==> config.mk <==
export PLATFORM = sky130hd
export DESIGN_NAME = uart_tx
export DESIGN_NICKNAME = d
export VERILOG_FILES = /design/src/rtl/uart_pkg.sv /design/src/rtl/uart_baud_cnt.sv /design/src/rtl/uart_tx.sv
export SDC_FILE = /design/constraint.sdc
export NUM_CORES = 1
export LEC_CHECK = 0
export BUFFER_PORTS_ARGS = -buffer_cell sky130_fd_sc_hd__buf_2
export CAP_MARGIN = 0
export CORE_ASPECT_RATIO = 0.6
export CORE_MARGIN = 2
export CORE_UTILIZATION = 45
export CTS_CLUSTER_DIAMETER = 80
export DETAILED_ROUTE_END_ITERATION = 7
export GPL_TIMING_DRIVEN = 0
export PLACE_DENSITY = 0.7
export SLEW_MARGIN = 0
export SYNTH_ARGS = -nofsm -noshare
export SYNTH_HDL_FRONTEND = slang
export SYNTH_SLANG_ARGS = --single-unit
export TNS_END_PERCENT = 10
==> constraint.sdc <==
create_clock -name clk -period 5.1 [get_ports clk]
set_input_delay 1.02 -clock clk [delete_from_list [all_inputs] [get_ports clk]]
set_output_delay 1.02 -clock clk [all_outputs]
set_load 0.005 [all_outputs]
==> src/rtl/uart_pkg.sv <==
// Shared definitions for the 8N1 UART transmitter: state encoding,
// default bit rate and frame constants.
package uart_pkg;

   typedef enum logic [1:0] {
      IDLE  = 2'd0,
      START = 2'd1,
      DATA  = 2'd2,
      STOP  = 2'd3
   } uart_state_t;

   // 50 MHz system clock / 115200 baud
   localparam int CLKS_PER_BIT_DEFAULT = 434;

   localparam int   DATA_BITS   = 8;
   localparam int   BIT_IDX_W   = $clog2(DATA_BITS);
   localparam logic STOP_LEVEL  = 1'b1;
   localparam logic IDLE_LEVEL  = 1'b1;
   localparam logic START_LEVEL = 1'b0;

   // Counter width for a modulo-n counter; never narrower than one bit.
   function automatic int cnt_width(input int n);
      return (n > 1) ? $clog2(n) : 1;
   endfunction

endpackage

==> src/rtl/uart_baud_cnt.sv <==
// Modulo-CLKS_PER_BIT baud counter. Counts 0..CLKS_PER_BIT-1 and wraps;
// a synchronous clear holds it at zero. tick marks the terminal count.
module uart_baud_cnt
   import uart_pkg::*;
#(
   parameter int CLKS_PER_BIT = CLKS_PER_BIT_DEFAULT
) (
   input  logic clk,
   input  logic n_rst,
   input  logic clear,
   output logic tick
);

   localparam int               CNT_W = cnt_width(CLKS_PER_BIT);
   localparam logic [CNT_W-1:0] TERM  = CNT_W'(CLKS_PER_BIT - 1);

   logic [CNT_W-1:0] cnt_r;

   // Free-running modulo counter, cleared while the transmitter is idle.
   always_ff @(posedge clk or negedge n_rst) begin
      if (!n_rst) begin
         cnt_r <= '0;
      end else if (clear) begin
         cnt_r <= '0;
      end else if (cnt_r == TERM) begin
         cnt_r <= '0;
      end else begin
         cnt_r <= cnt_r + CNT_W'(1);
      end
   end

   // Terminal-count decode of the registered count.
   assign tick = (cnt_r == TERM);

endmodule

==> src/rtl/uart_tx.sv <==
// 8N1 UART transmitter: one start bit, eight data bits LSB first, one
// stop bit. The byte is captured one cycle after start is accepted so
// that an upstream registered data byte lines up with its strobe.
module uart_tx
   import uart_pkg::*;
#(
   parameter int CLKS_PER_BIT = CLKS_PER_BIT_DEFAULT
) (
   input  logic       clk,
   input  logic       n_rst,
   input  logic       start,
   input  logic [7:0] data_in,
   output logic       tx,
   output logic       tx_done,
   output logic       busy
);

   localparam logic [BIT_IDX_W-1:0] LAST_BIT = BIT_IDX_W'(DATA_BITS - 1);

   uart_state_t              state_r;
   logic [DATA_BITS-1:0]     shift_r;
   logic [BIT_IDX_W-1:0]     bit_idx_r;
   logic                     load_r;
   logic                     baud_clear_s;
   logic                     baud_tick_s;

   // The bit timer only runs while a frame is in flight.
   assign baud_clear_s = (state_r == IDLE);

   uart_baud_cnt #(
      .CLKS_PER_BIT (CLKS_PER_BIT)
   ) u_baud_cnt (
      .clk   (clk),
      .n_rst (n_rst),
      .clear (baud_clear_s),
      .tick  (baud_tick_s)
   );

   // Frame sequencer with registered line, done and busy outputs.
   always_ff @(posedge clk or negedge n_rst) begin
      if (!n_rst) begin
         state_r   <= IDLE;
         shift_r   <= '0;
         bit_idx_r <= '0;
         load_r    <= 1'b0;
         tx        <= IDLE_LEVEL;
         tx_done   <= 1'b0;
         busy      <= 1'b0;
      end else begin
         tx_done <= 1'b0;
         case (state_r)
            IDLE: begin
               if (start) begin
                  state_r <= START;
                  tx      <= START_LEVEL;
                  busy    <= 1'b1;
                  load_r  <= 1'b1;
               end else begin
                  tx      <= IDLE_LEVEL;
                  busy    <= 1'b0;
               end
            end
            START: begin
               // First edge in START: data_in is valid one cycle after start.
               if (load_r) begin
                  shift_r <= data_in;
                  load_r  <= 1'b0;
               end
               if (baud_tick_s) begin
                  state_r   <= DATA;
                  tx        <= shift_r[0];
                  bit_idx_r <= '0;
               end
            end
            DATA: begin
               if (baud_tick_s) begin
                  if (bit_idx_r == LAST_BIT) begin
                     state_r <= STOP;
                     tx      <= STOP_LEVEL;
                  end else begin
                     shift_r   <= shift_r >> 1;
                     tx        <= shift_r[1];
                     bit_idx_r <= bit_idx_r + BIT_IDX_W'(1);
                  end
               end
            end
            STOP: begin
               if (baud_tick_s) begin
                  state_r <= IDLE;
                  tx      <= IDLE_LEVEL;
                  tx_done <= 1'b1;
                  busy    <= 1'b0;
               end
            end
            default: begin
               state_r <= IDLE;
               tx      <= IDLE_LEVEL;
               busy    <= 1'b0;
               load_r  <= 1'b0;
            end
         endcase
      end
   end

endmodule
After elaboration in Yosys (flattened, before gate mapping)
Index checks and enable logic that the tools add are counted.
Operators by class
  add/subtract/negate cells: 2
  equality and inequality tests: 12
  muxes and demuxes: 29
  reduce and logical (&&, ||, !) cells: 10
Operators with widths (number)
  2-to-1 mux 8 bit: 3
  2-to-1 mux 9 bit: 2
  one-hot mux 8 bit (2 select lines): 1
  != test 2 bit (second input constant): 7
  2-to-1 mux 1 bit: 10
  2-to-1 mux 2 bit: 5
  adder 9 x 1 -> 9 bit (second input constant): 1
  equality test 9 bit (second input constant): 1
  2-to-1 mux 3 bit: 3
  one-hot mux 2 bit (4 select lines): 1
  AND reduction 4 bit: 2
  one-hot mux 3 bit (2 select lines): 1
  nonzero test 2 bit: 3
  AND reduction 5 bit: 1
  equality test 2 bit (second input constant): 2
  one-hot mux 1 bit (2 select lines): 2
  one-hot mux 1 bit (4 select lines): 1
  AND reduction 2 bit: 2
  adder 3 x 1 -> 3 bit (second input constant): 1
  equality test 3 bit (second input constant): 1
  AND reduction 3 bit: 1
  equality test 2 x 1 -> 1 bit (second input constant): 1
  logical NOT 2 bit: 1
Storage, ports and cells
  bits in registers: 26
  output and inout port bits: 3
  logic and storage cells: 61

Depth between registers and ports, before layout
Gate-level depths: netlist (run 1).
  depth in word-level cells: 4
  depth in mapped cells: 7
  mapped depth without buffers: 6

Modules after synthesis
A second synthesis (run 1) with hierarchy kept.
Unflattened totals
  cells, all modules: 124
  area total of the unflattened synthesis: 1392.6 um^2
Modules (own cells, without submodules)
  uart_tx: instances 1, cells an instance 78, area each 934.6 um^2, seq. area each 426.7 um^2
  uart_baud_cnt: instances 1, cells an instance 46, area each 457.9 um^2, seq. area each 225.2 um^2

Worst setup path after synthesis (run 1)
Ideal clock, no wire load.
  path type: reg2reg
  start: register bit_idx_r[0]
  end: register shift_r[0]
  arrival: 1645 ps
  path slack: 3333 ps
  stages on the path, launching flop included: 7
  path buffers: 1
  period minus slack after synthesis: 1767 ps
  path through: dfrtp_1 ha_1 ha_1 nand2b_1 or3_4 buf_6 o221a_1
Between the ends
  longest elaborated chain between the ends: 3
Ends and longest elaborated chain
  from (decl): line uart_tx.sv:22  | logic [BIT_IDX_W-1:0] bit_idx_r;
  from (signal assigned): line uart_tx.sv:83  | bit_idx_r <= bit_idx_r + BIT_IDX_W'(1);
  equality test 3 bit: line uart_tx.sv:77  | if (bit_idx_r == LAST_BIT) begin
  != test 2 bit (no line)
  AND reduction 4 bit (no line)
  to (signal assigned): line uart_tx.sv:66  | shift_r <= data_in;
  to (signal assigned): line uart_tx.sv:81  | shift_r <= shift_r >> 1;
  to (decl): line uart_tx.sv:21  | logic [DATA_BITS-1:0] shift_r;
No other way between the ends.
A chain may end at the register's enable or synchronous reset.

Worst setup path after layout (run 1)
  start: register state_r[0]
  end: register shift_r[0]
Between the ends
  longest elaborated chain between the ends: 3
Ends and longest elaborated chain
  from (decl): line uart_tx.sv:20  | uart_state_t state_r;
  from (signal assigned): line uart_tx.sv:42  | state_r <= IDLE;
  from (signal assigned): line uart_tx.sv:54  | state_r <= START;
  from (signal assigned): line uart_tx.sv:70  | state_r <= DATA;
  equality test 2 bit or equality test 2 x 1 -> 1 bit (tied branches): line uart_tx.sv:51  | case (state_r)
  != test 2 bit (no line) or nonzero test 2 bit (tied branches)
  AND reduction 4 bit (no line)
Parallel ways exist; a longest one is shown, timed or not.

==> results by group, run 1 <==
Run
  – Max Cap Viol: 0

Clocking
  – CTS sink count: 26
  – Post-CTS setup buffers: 0
  – CTS Buffer Depth: 2
  – Reg clk slew, reported paths: 0.09 ns
  – Clk Latency, worst-skew pair: 0.27 ns
  – # resized after CTS: 0
  – Cts bufs inserted: 3
  – H-tree levels: 1
  – CTS Hold Bufs: 0
  – CTS tree: done
  – CTS root buffer: clkbuf_8

Worst setup path
  – Crit start category: register
  – Worst path arrival time: 2.18 ns
  – Critical Path Fanout Max: 9
  – Setup crit end kind: register
  – Worst reg-to-reg setup slack: 3.08 ns
  – Critical Path RT: 5.26 ns
  – Critical path cell sequence: inv_1 -> ha_1 -> mux2i_1 -> or3_4 -> buf_6 -> o221a_1
  – Largest stage delay on the critical path: 0.42 ns
  – Slowest cell on crit path: dfrtp_1
  – WS Path Type: reg2reg

Status
  – Status: finished clean

GRT
  – Vias in the first global route: 911
  – Total GRT Usage: 16.84%
  – Pin count of the biggest net entering global routing: 27
  – First-pass GRT wire length: 4236 um
  – Global route total overflow: 0
  – Antenna violations before repair: 0

Worst hold path
  – Worst hold path class: reg2reg

Timing
  – RSZ-0062 raised after global routing: no
  – Final critical-path share of the clock period: 39.55%
  – Setup TNS: 0 ns
  – Final setup fails: 0
  – Highest clock rate: 495.8 MHz
  – Worst clock skew: 0.003051 ns
  – Fin. Hold Viols: 0
  – Final WS setup: 3.083 ns
  – Worst slew pin tran: 0.6107 ns
  – Relative slew slack: 58.12%
  – Final Critical Period: 2.017 ns
  – Max Slew Vio Count: 0

Route
  – Final wirelength: 2549 um
  – Wire per inst: 13.78 um
  – First drt pass iteration count: 5
  – Routed vias: 994
  – Antenna Violating Nets Remaining: 0
  – Via density: 5.373
  – Initial drt markers: 63
  – Drt drc: 0

Placed design
  – DP Cell Count: 181
  – Gpl congestion: 0.8519
  – Setup slack after placement: 3.112 ns
  – Port buffer count: 13
  – Detail Placement HPWL: 1878 um

Floorplan
  – Die Y: 46.53 um
  – Die Wd: 74.88 um
  – Row count: 15
  – Die Footprint: 3484 um^2
  – Core Footprint: 2872 um^2
  – I/O pins: 14
  – Starting Density: 47.23%

Power
  – Maximum vdd ir drop: 0.0002759 V
  – Pwr Total: 0.7849 mW
  – P_leak: 0.6885 nW
  – PD cells: 513.3 nW/um^2

Synth
  – Post-synth cell types: 35
  – #FFs+latches synth: 26
  – Sequential area share after synthesis: 48.06%
  – Synthesized net count: 146
  – Gate Count Post-Synth: 126
  – Ys Warns: 0
  – Syn Std Cell Area: 1356 um^2
  – Synth Area per Inst: 10.76 um^2

Final layout
  – Layout area overhead: 12.73%
  – Most frequent cells in the layout: dfrtp_1 (25), nor2_1 (15), buf_2 (13)
  – Non-filler instance count after layout: 185
  – # nets final: 164
  – Fill cells: 247
  – Share of cells above drive strength 1: 17.48%
  – Core Util, Final: 53.25%
  – Most common cell after layout, fill and taps aside: dfrtp_1
  – Ant diodes: 0
-- where the power goes --
group | leakage (nW) | internal (mW) | switching [mW] | total, mW
Clock | 0.0288 | 0.0690 | 0.0634 | 0.132
Combinational | 0.334 | 0.147 | 0.174 | 0.321
Sequential | 0.325 | 0.277 | 0.0549 | 0.332
Total | 0.688 | 0.493 | 0.292 | 0.785
-- metrics by stage --
step | instance area [um^2] | hold slack (ns)
final | 1529 | 0.5155
after global routing | 1529 | 0.5361
after CTS | 1529 | 0.5186
after detailed placement | 1474 | 0.5042
after global placement | 1474 | 0.5021
after floorplan | 1356 | 0.4740
-- registers in the layout, indices dropped and copies added, names as in the netlist --
name	flops
bit_idx_r	3
busy	1
load_r	1
shift_r	8
state_r	2
tx	1
tx_done	1
u_baud_cnt.cnt_r	9
-- per-layer routing --
layer  wire length [um]  part of all wire [%]  GRT usage, %  vias up
li1                   -                     -             -      484
met1               1263                    50         25.27      484
met2               1093                    43         23.33       22
met3                159                   6.2         4.595        4
met4                 32                   1.3         5.357        0
met5                  0                     0             0        -
-- cell usage after synthesis, drive strengths merged --
| cell | n | area, um^2 |
|---|---|---|
| a221oi | 1 | 8.760 |
| xnor2 | 5 | 43.79 |
| or2b | 1 | 7.510 |
| ha | 9 | 112.6 |
| inv | 10 | 37.54 |
| o311ai | 3 | 26.28 |
| nor3 | 1 | 5.000 |
| a21oi | 2 | 13.76 |
| dfrtp | 25 | 625.6 |
| mux2i | 2 | 20.02 |
| a22oi | 1 | 7.510 |
| o22ai | 1 | 6.260 |
| and4bb | 1 | 16.27 |
| nand2b | 2 | 12.51 |
| o21ai | 6 | 30.03 |
| dfstp | 1 | 26.28 |
| clkbuf | 2 | 7.510 |
| o22a | 1 | 8.760 |
| nand4 | 2 | 12.51 |
| and3 | 1 | 6.260 |
| nand3 | 7 | 35.03 |
| mux2 | 1 | 11.26 |
| and4b | 1 | 11.26 |
| xor2 | 2 | 17.52 |
| a21o | 1 | 7.510 |
| nor2 | 15 | 56.30 |
| nand3b | 1 | 7.510 |
| o221a | 7 | 78.83 |
| or3 | 8 | 55.05 |
| nand2 | 4 | 22.52 |
| a211oi | 1 | 7.510 |
| buf | 1 | 11.26 |
-- critical path, delay by kind of cell, from the launching register on --
family / cells / cell delay, ns
flops: 1 / 0.42
simple gates: 1 / 0.39
fa+ha+maj: 1 / 0.33
mux: 1 / 0.27
buf+inv: 2 / 0.26
compound gates: 1 / 0.23
-- cells by family (layout without fill, tap and decap cells) --
kind of cell,count (synthesis),count (layout),share of synthesized area (%)
adders and majority gates,9,9,8.303
xor gates and xnor gates,7,7,4.520
AOI/OAI and AO/OA,24,24,14.39
muxes,3,3,2.306
DFF,26,26,48.06
and+or+nand+nor,44,44,18.27
buffers and inverters,13,30,4.152
-- area by class of cell --
| type | count | area [um^2] | area share (%) |
|---|---|---|---|
| buffer | 3 | 18.77 | 1.227 |
| clock buffer | 4 | 55.05 | 3.601 |
| inverter | 10 | 37.54 | 2.455 |
| multi-input combinational | 87 | 648.1 | 42.39 |
| sequential | 26 | 651.9 | 42.63 |
| tap | 42 | 52.55 | 3.437 |
| timing repair buffer | 13 | 65.06 | 4.255 |
-- worst paths after layout --
check,from,end,cells past startpoint
max reg2reg,state_r[0],shift_r[0],6
min reg2reg,tx,tx,1
min,tx,tx,1
max,state_r[0],shift_r[0],6
min in group asynchronous,n_rst,state_r[0],1
max in group asynchronous,n_rst,shift_r[4],1
(Power assumes the default switching activity.)
==> inputs of run 2 (changes only) <==
- ABC_AREA: default -> 1
- PLACE_DENSITY: 0.7 -> 0.69
- clock period: 5.1 -> 2.06 ns (I/O delays scaled with it)
==> results by group, run 2 <==
Status
  – Status: finished clean

Synth
  – Top-count cell post-synth: nand2_1
  – Gate Count Post-Synth: 160
  – #FFs+latches synth: 26
  – Ys flop type: dfrtp_1
  – Post-Synth Adder-Cell Area: 7.799%
  – Post-synthesis compound-gate area fraction: 8.059%
  – Ys Warns: 0
  – Sequential area share after synthesis: 45.15%
  – Commonest cells post-synth: nand2_1 (31), dfrtp_1 (25), inv_1 (17)
  – Post-synthesis simple-gate area fraction: 26.17%
  – Synth Area per Inst: 9.024 um^2
  – Area share of the largest cell type after synthesis: 43.33%
  – Synthesized net count: 180
  – Synth area leader: dfrtp_1
  – Largest family of logic cells by synthesized area: simple AND/OR/NAND/NOR gates
  – Post-synth cell types: 26
  – Async SR Flop Fraction: 100.0%
  – Syn Std Cell Area: 1444 um^2
  – Number of flops mapped to enable cells by yosys: 0
  – Multiplexer share of the synthesized area: 4.853%
  – Top cells by area, synth: dfrtp_1 (43%), nand2_1 (8.1%), ha_1 (7.8%)
  – Post-Synth XOR/XNOR Area: 1.213%

Timing
  – Setup TNS: 0 ns
  – Worst slew pin tran: 0.5911 ns
  – Worst clock skew: 0.005836 ns
  – Relative slew slack: 60.60%
  – Final critical-path share of the clock period: 81.86%
  – Highest clock rate: 593.0 MHz
  – RSZ-0062 raised after global routing: no
  – Final setup fails: 0
  – Fin. Hold Viols: 0
  – Final Critical Period: 1.686 ns
  – Max Slew Vio Count: 0

Worst setup path
  – Critical Path RT: 2.23 ns
  – Crit start category: register
  – Most frequent CP cell: ha_1
  – Critical Path Fanout Max: 10
  – CP delay by family, top: adder cells
  – WS Path Type: reg2reg
  – Worst path arrival time: 1.86 ns
  – Slowest cell on crit path: dfrtp_1
  – Critical path cell sequence: ha_1 -> ha_1 -> nand2_1 -> o21ai_0 -> nor2_2 -> nand2_4 -> buf_6 -> nand2_2 -> o21ai_2
  – CP Buf/Inv Count: 1
  – Setup crit end kind: register
  – Largest stage delay on the critical path: 0.41 ns

Final layout
  – Ant diodes: 0
  – Share of cells above drive strength 1: 24.86%
  – Largest reg by FF count: u_baud_cnt.cnt_r
  – Largest regs: u_baud_cnt.cnt_r (9), shift_r (8), bit_idx_r (3)
  – # nets final: 198
  – Non-filler instance count after layout: 219
  – Layout area overhead: 11.96%
  – Largest register FFs: 9
  – Most frequent cells in the layout: nand2_1 (31), dfrtp_1 (25), inv_1 (17)
  – Most common cell after layout, fill and taps aside: nand2_1

Route
  – Routed vias: 1097
  – Antenna Violating Nets Remaining: 0
  – Wire per inst: 12.01 um
  – Drt drc: 0
  – Initial drt markers: 40
  – First drt pass iteration count: 4
  – Final wirelength: 2630 um
  – Via density: 5.009

GRT
  – Vias in the first global route: 1013
  – Antenna violations before repair: 0
  – Global route total overflow: 0
  – First-pass GRT wire length: 4505 um
  – Pin count of the biggest net entering global routing: 27
  – Total GRT Usage: 16.09%

Power
  – Clk pwr share: 15.5%
  – Combinational power share: 47.6%
  – PD cells: 1339 nW/um^2
  – Maximum vdd ir drop: 0.0004649 V
  – Net load switching power: 0.8970 mW
  – Register share of total power: 37.0%
  – P_leak: 0.8122 nW
  – Internal Power: 1.268 mW
  – Switching share of power: 41.44%

Placed design
  – DP Cell Count: 215
  – Gpl congestion: 0.8033
  – Port buffer count: 13
  – Detail Placement HPWL: 2068 um

Floorplan
  – Row count: 15
  – I/O pins: 14
  – Core Footprint: 2965 um^2
  – Die Wd: 77.13 um
  – Starting Density: 48.69%
  – Die Y: 47.88 um
  – Die Footprint: 3693 um^2

Clocking
  – Reg clk slew, reported paths: 0.09 ns
  – Clk Latency, worst-skew pair: 0.28 ns
  – CTS Hold Bufs: 0
  – CTS root buffer: clkbuf_8
  – Post-CTS setup buffers: 0
  – # resized after CTS: 0
  – Cts bufs inserted: 3
  – CTS sink count: 26
  – CTS Buffer Depth: 2
  – H-tree levels: 1
  – CTS tree: done

Worst hold path
  – Worst hold path class: in2async

Run
  – Max Cap Viol: 0
==> run 2: cell count changes after synthesis, moves of 3 or more <==
cell,change
o221a_1,-7
xnor2_1,-4
o21ai_2,+8
nand2_2,+5
inv_2,+3
o311ai_0,-3
mux2i_1,+5
inv_1,+7
nand2_1,+28
nand3_1,+4
or3_1,-7
==> run 2: worst paths after layout <==
| check | from | endpoint | slack, ns | cells after the start |
|---|---|---|---|---|
| max reg2reg | bit_idx_r[0] | shift_r[7] | 0.37 | 9 |
| min reg2reg | tx | tx | 0.49 | 2 |
| max in group asynchronous | n_rst | bit_idx_r[2] | 1.54 | 1 |
| min in group clk | start | tx | 0.39 | 4 |
| max | bit_idx_r[0] | shift_r[7] | 0.37 | 9 |
| min | n_rst | u_baud_cnt.cnt_r[4] | 0.13 | 1 |
==> run 2: through the flow <==
| stage | utilization, % | total power, mW | worst slack [ns] | cell area (um^2) | hold slack (ns) |
|---|---|---|---|---|---|
| finish | 54.51 | 2.165 | 0.3737 | 1617 | 0.1288 |
| global route | 54.51 | 2.351 | 0.2450 | 1617 | 0.1671 |
| CTS | 54.51 | 2.182 | 0.3647 | 1617 | 0.1502 |
| detailed placement | 52.66 | 1.843 | 0.3788 | 1562 | 0.4533 |
| global placement | 52.66 | 1.782 | 0.4542 | 1562 | 0.4392 |
| floorplan | - | 1.605 | 0.5580 | 1444 | 0.1164 |
==> run 2: kinds of logic after synthesis <==
group	count (synthesis)
AO/OA/AOI/OAI	17
XOR/XNOR	2
adder cells (fa/ha/maj)	9
buffers and inverters	22
flip-flops	26
multiplexers	7
AND/OR/NAND/NOR	77
==> run 2: routing by layer <==
metal	up-vias	global-route usage [%]	wire, um	share of wire [%]
met5	-	0	0	0
met1	516	20.69	1306	50
li1	548	-	-	-
met4	0	6.071	38	1.4
met2	27	26.43	1129	43
met3	6	5.094	156	5.9
==> run 2: area by class of cell <==
cell class,instances,area [um^2]
clock buffers,4,55.05
well taps,42,52.55
fillers,289,1349
inverters,20,75.07
multi-input cells,112,694.4
repair buffers,13,65.06
flip-flops and latches,26,651.9
plain buffers,2,22.52
==> run 2: power by group through the flow <==
stage	sequential (mW)	clock, mW	combinational, mW
2_1_floorplan	0.782	0	0.823
3_3_place_gp	0.796	0	0.985
3_5_place_dp	0.806	0	1.04
4_1_cts	0.797	0.345	1.04
5_1_grt	0.816	0.373	1.16
6_report	0.800	0.335	1.03
==> inputs of run 3 (changes only) <==
- PLACE_DENSITY: 0.69 -> 0.72
- clock period: 2.06 -> 1.5 ns (I/O delays scaled with it)
==> results by group, run 3 (synthesis results as in run 2) <==
Timing
  – Max Slew Vio Count: 0
  – Worst slew pin tran: 0.5926 ns
  – Final WS setup: -0.01665 ns
  – Fin. Hold Viols: 0
  – Final critical-path share of the clock period: 101.1%
  – RSZ-0062 raised after global routing: yes
  – Relative slew slack: 60.49%
  – Highest clock rate: 659.3 MHz
  – Final setup fails: 3
  – Setup TNS: -0.02548 ns
  – Final Critical Period: 1.517 ns
  – Worst clock skew: 0.002136 ns

Route
  – Antenna Violating Nets Remaining: 0
  – First drt pass iteration count: 4
  – Drt drc: 0
  – Initial drt markers: 82
  – Via density: 5.087
  – Wire per inst: 13.72 um
  – Final wirelength: 3156 um
  – Routed vias: 1170

Power
  – PD cells: 1999 nW/um^2
  – P_leak: 0.8935 nW
  – Maximum vdd ir drop: 0.0008041 V

GRT
  – Global route total overflow: 0
  – Pin count of the biggest net entering global routing: 27
  – Total GRT Usage: 18.16%
  – Vias in the first global route: 1119
  – Antenna violations before repair: 0
  – First-pass GRT wire length: 5023 um

Clocking
  – CTS sink count: 26
  – Clk Latency, worst-skew pair: 0.28 ns
  – CTS tree: done
  – Reg clk slew, reported paths: 0.09 ns
  – CTS Buffer Depth: 2
  – CTS Hold Bufs: 0
  – H-tree levels: 1
  – Cts bufs inserted: 3
  – CTS root buffer: clkbuf_8

Placed design
  – Setup slack after placement: -0.1634 ns
  – Port buffer count: 13
  – Placed cell area: 1564 um^2
  – Gpl congestion: 0.7981
  – Detail Placement HPWL: 2119 um

Floorplan
  – Die Y: 47.88 um
  – I/O pins: 14
  – Die Footprint: 3693 um^2
  – Core Footprint: 2965 um^2
  – Row count: 15
  – Die Wd: 77.13 um
  – Starting Density: 48.69%

Final layout
  – Most frequent cells in the layout: dfrtp_1 (25), nand2_1 (24), nor2_1 (15)
  – Post-route cell area: 1831 um^2
  – Most common cell after layout, fill and taps aside: dfrtp_1
  – Share of cells above drive strength 1: 39.89%
  – Largest reg by FF count: u_baud_cnt.cnt_r
  – Core Util, Final: 61.73%
  – Layout area overhead: 26.78%
  – Largest register FFs: 9
  – # nets final: 209
  – Ant diodes: 0
  – Largest regs: u_baud_cnt.cnt_r (9), shift_r (8), bit_idx_r (3)

Worst setup path
  – Worst path arrival time: 1.69 ns
  – Critical Path Fanout Max: 6
  – FF-to-FF path depth: 9
  – Crit path launch: bit_idx_r[1]
  – Setup crit end kind: register
  – WS Path Type: reg2reg
  – Crit start category: register
  – Worst r2r src: bit_idx_r[1]
  – Critical Path RT: 1.67 ns

Status
  – Failing checks: setup timing
  – Status: finished with violations

Run
  – Max Cap Viol: 0

Worst hold path
  – Worst hold path class: in2async
-- run 3: cell count changes in the layout (fill, tap and decap cells not counted), moves of 3 or more --
cell / before / now
buf_4: 0 / 9
nand2_1: 31 / 24
ha_1: 9 / 3
nand2_2: 5 / 10
ha_2: 0 / 4
inv_1: 17 / 13
inv_2: 3 / 6
-- run 3: where the power goes --
part           switching, mW  internal, mW  leakage (nW)  total [mW]
Combinational           1.06         0.902         0.521        1.96
Sequential             0.166         0.935         0.337        1.10
Clock                  0.236         0.357        0.0357       0.594
Total                   1.46          2.19         0.893        3.66
-- run 3: cell type report --
class,instances,area [um^2]
plain buffers,2,35.03
clock buffers,3,41.29
clock inverters,1,30.03
fillers,248,1135
inverters,20,77.57
multi-input cells,112,770.7
flip-flops and latches,26,651.9
well taps,42,52.55
repair buffers,24,171.4
-- run 3: per-stage QoR --
step / hold WS (ns) / std cells / total power [mW]
2_1_floorplan: 0.004409 / 160 / 2.207
3_3_place_gp: 0.3270 / 215 / 2.445
3_5_place_dp: 0.3438 / 215 / 2.534
4_1_cts: 0.03302 / 227 / 3.490
5_1_grt: 0.05427 / 230 / 3.923
6_report: 0.01566 / 230 / 3.659
-- run 3: metal layers --
metal | track usage (%) | part of all wire [%] | up-vias
met3 | 5.660 | 6.2 | 6
met4 | 6.786 | 1.6 | 0
met5 | 0 | 0 | -
met1 | 22.24 | 43 | 555
li1 | - | - | 575
met2 | 31.65 | 49 | 34
-- run 3: worst paths after layout --
check | end | slack (ns)
worst max-delay path | shift_r[1] | -0.02
worst min-delay path | u_baud_cnt.cnt_r[4] | 0.02
worst max register to register | shift_r[1] | -0.02
worst min register to register | tx | 0.49
max in group asynchronous | busy | 1.10
min in group clk | shift_r[7] | 0.26
-- run 3: critical path, stage by stage (launching register included) --
cell and delay (ns):
dfrtp_1 0.40, ha_2 0.20, ha_4 0.16, nand2_2 0.07
o21ai_2 0.06, nor2_2 0.15, nand2_4 0.10, buf_6 0.15
nand2_1 0.08, o21ai_2 0.05
-- run 3: timing repair --
item / in CTS / in global routing
cloned: 1 / 0
setup buffers: 7 / 3
pin swaps: 3 / 5
setup endpoints to repair: 14 / 16
gates resized for setup: 15 / 16
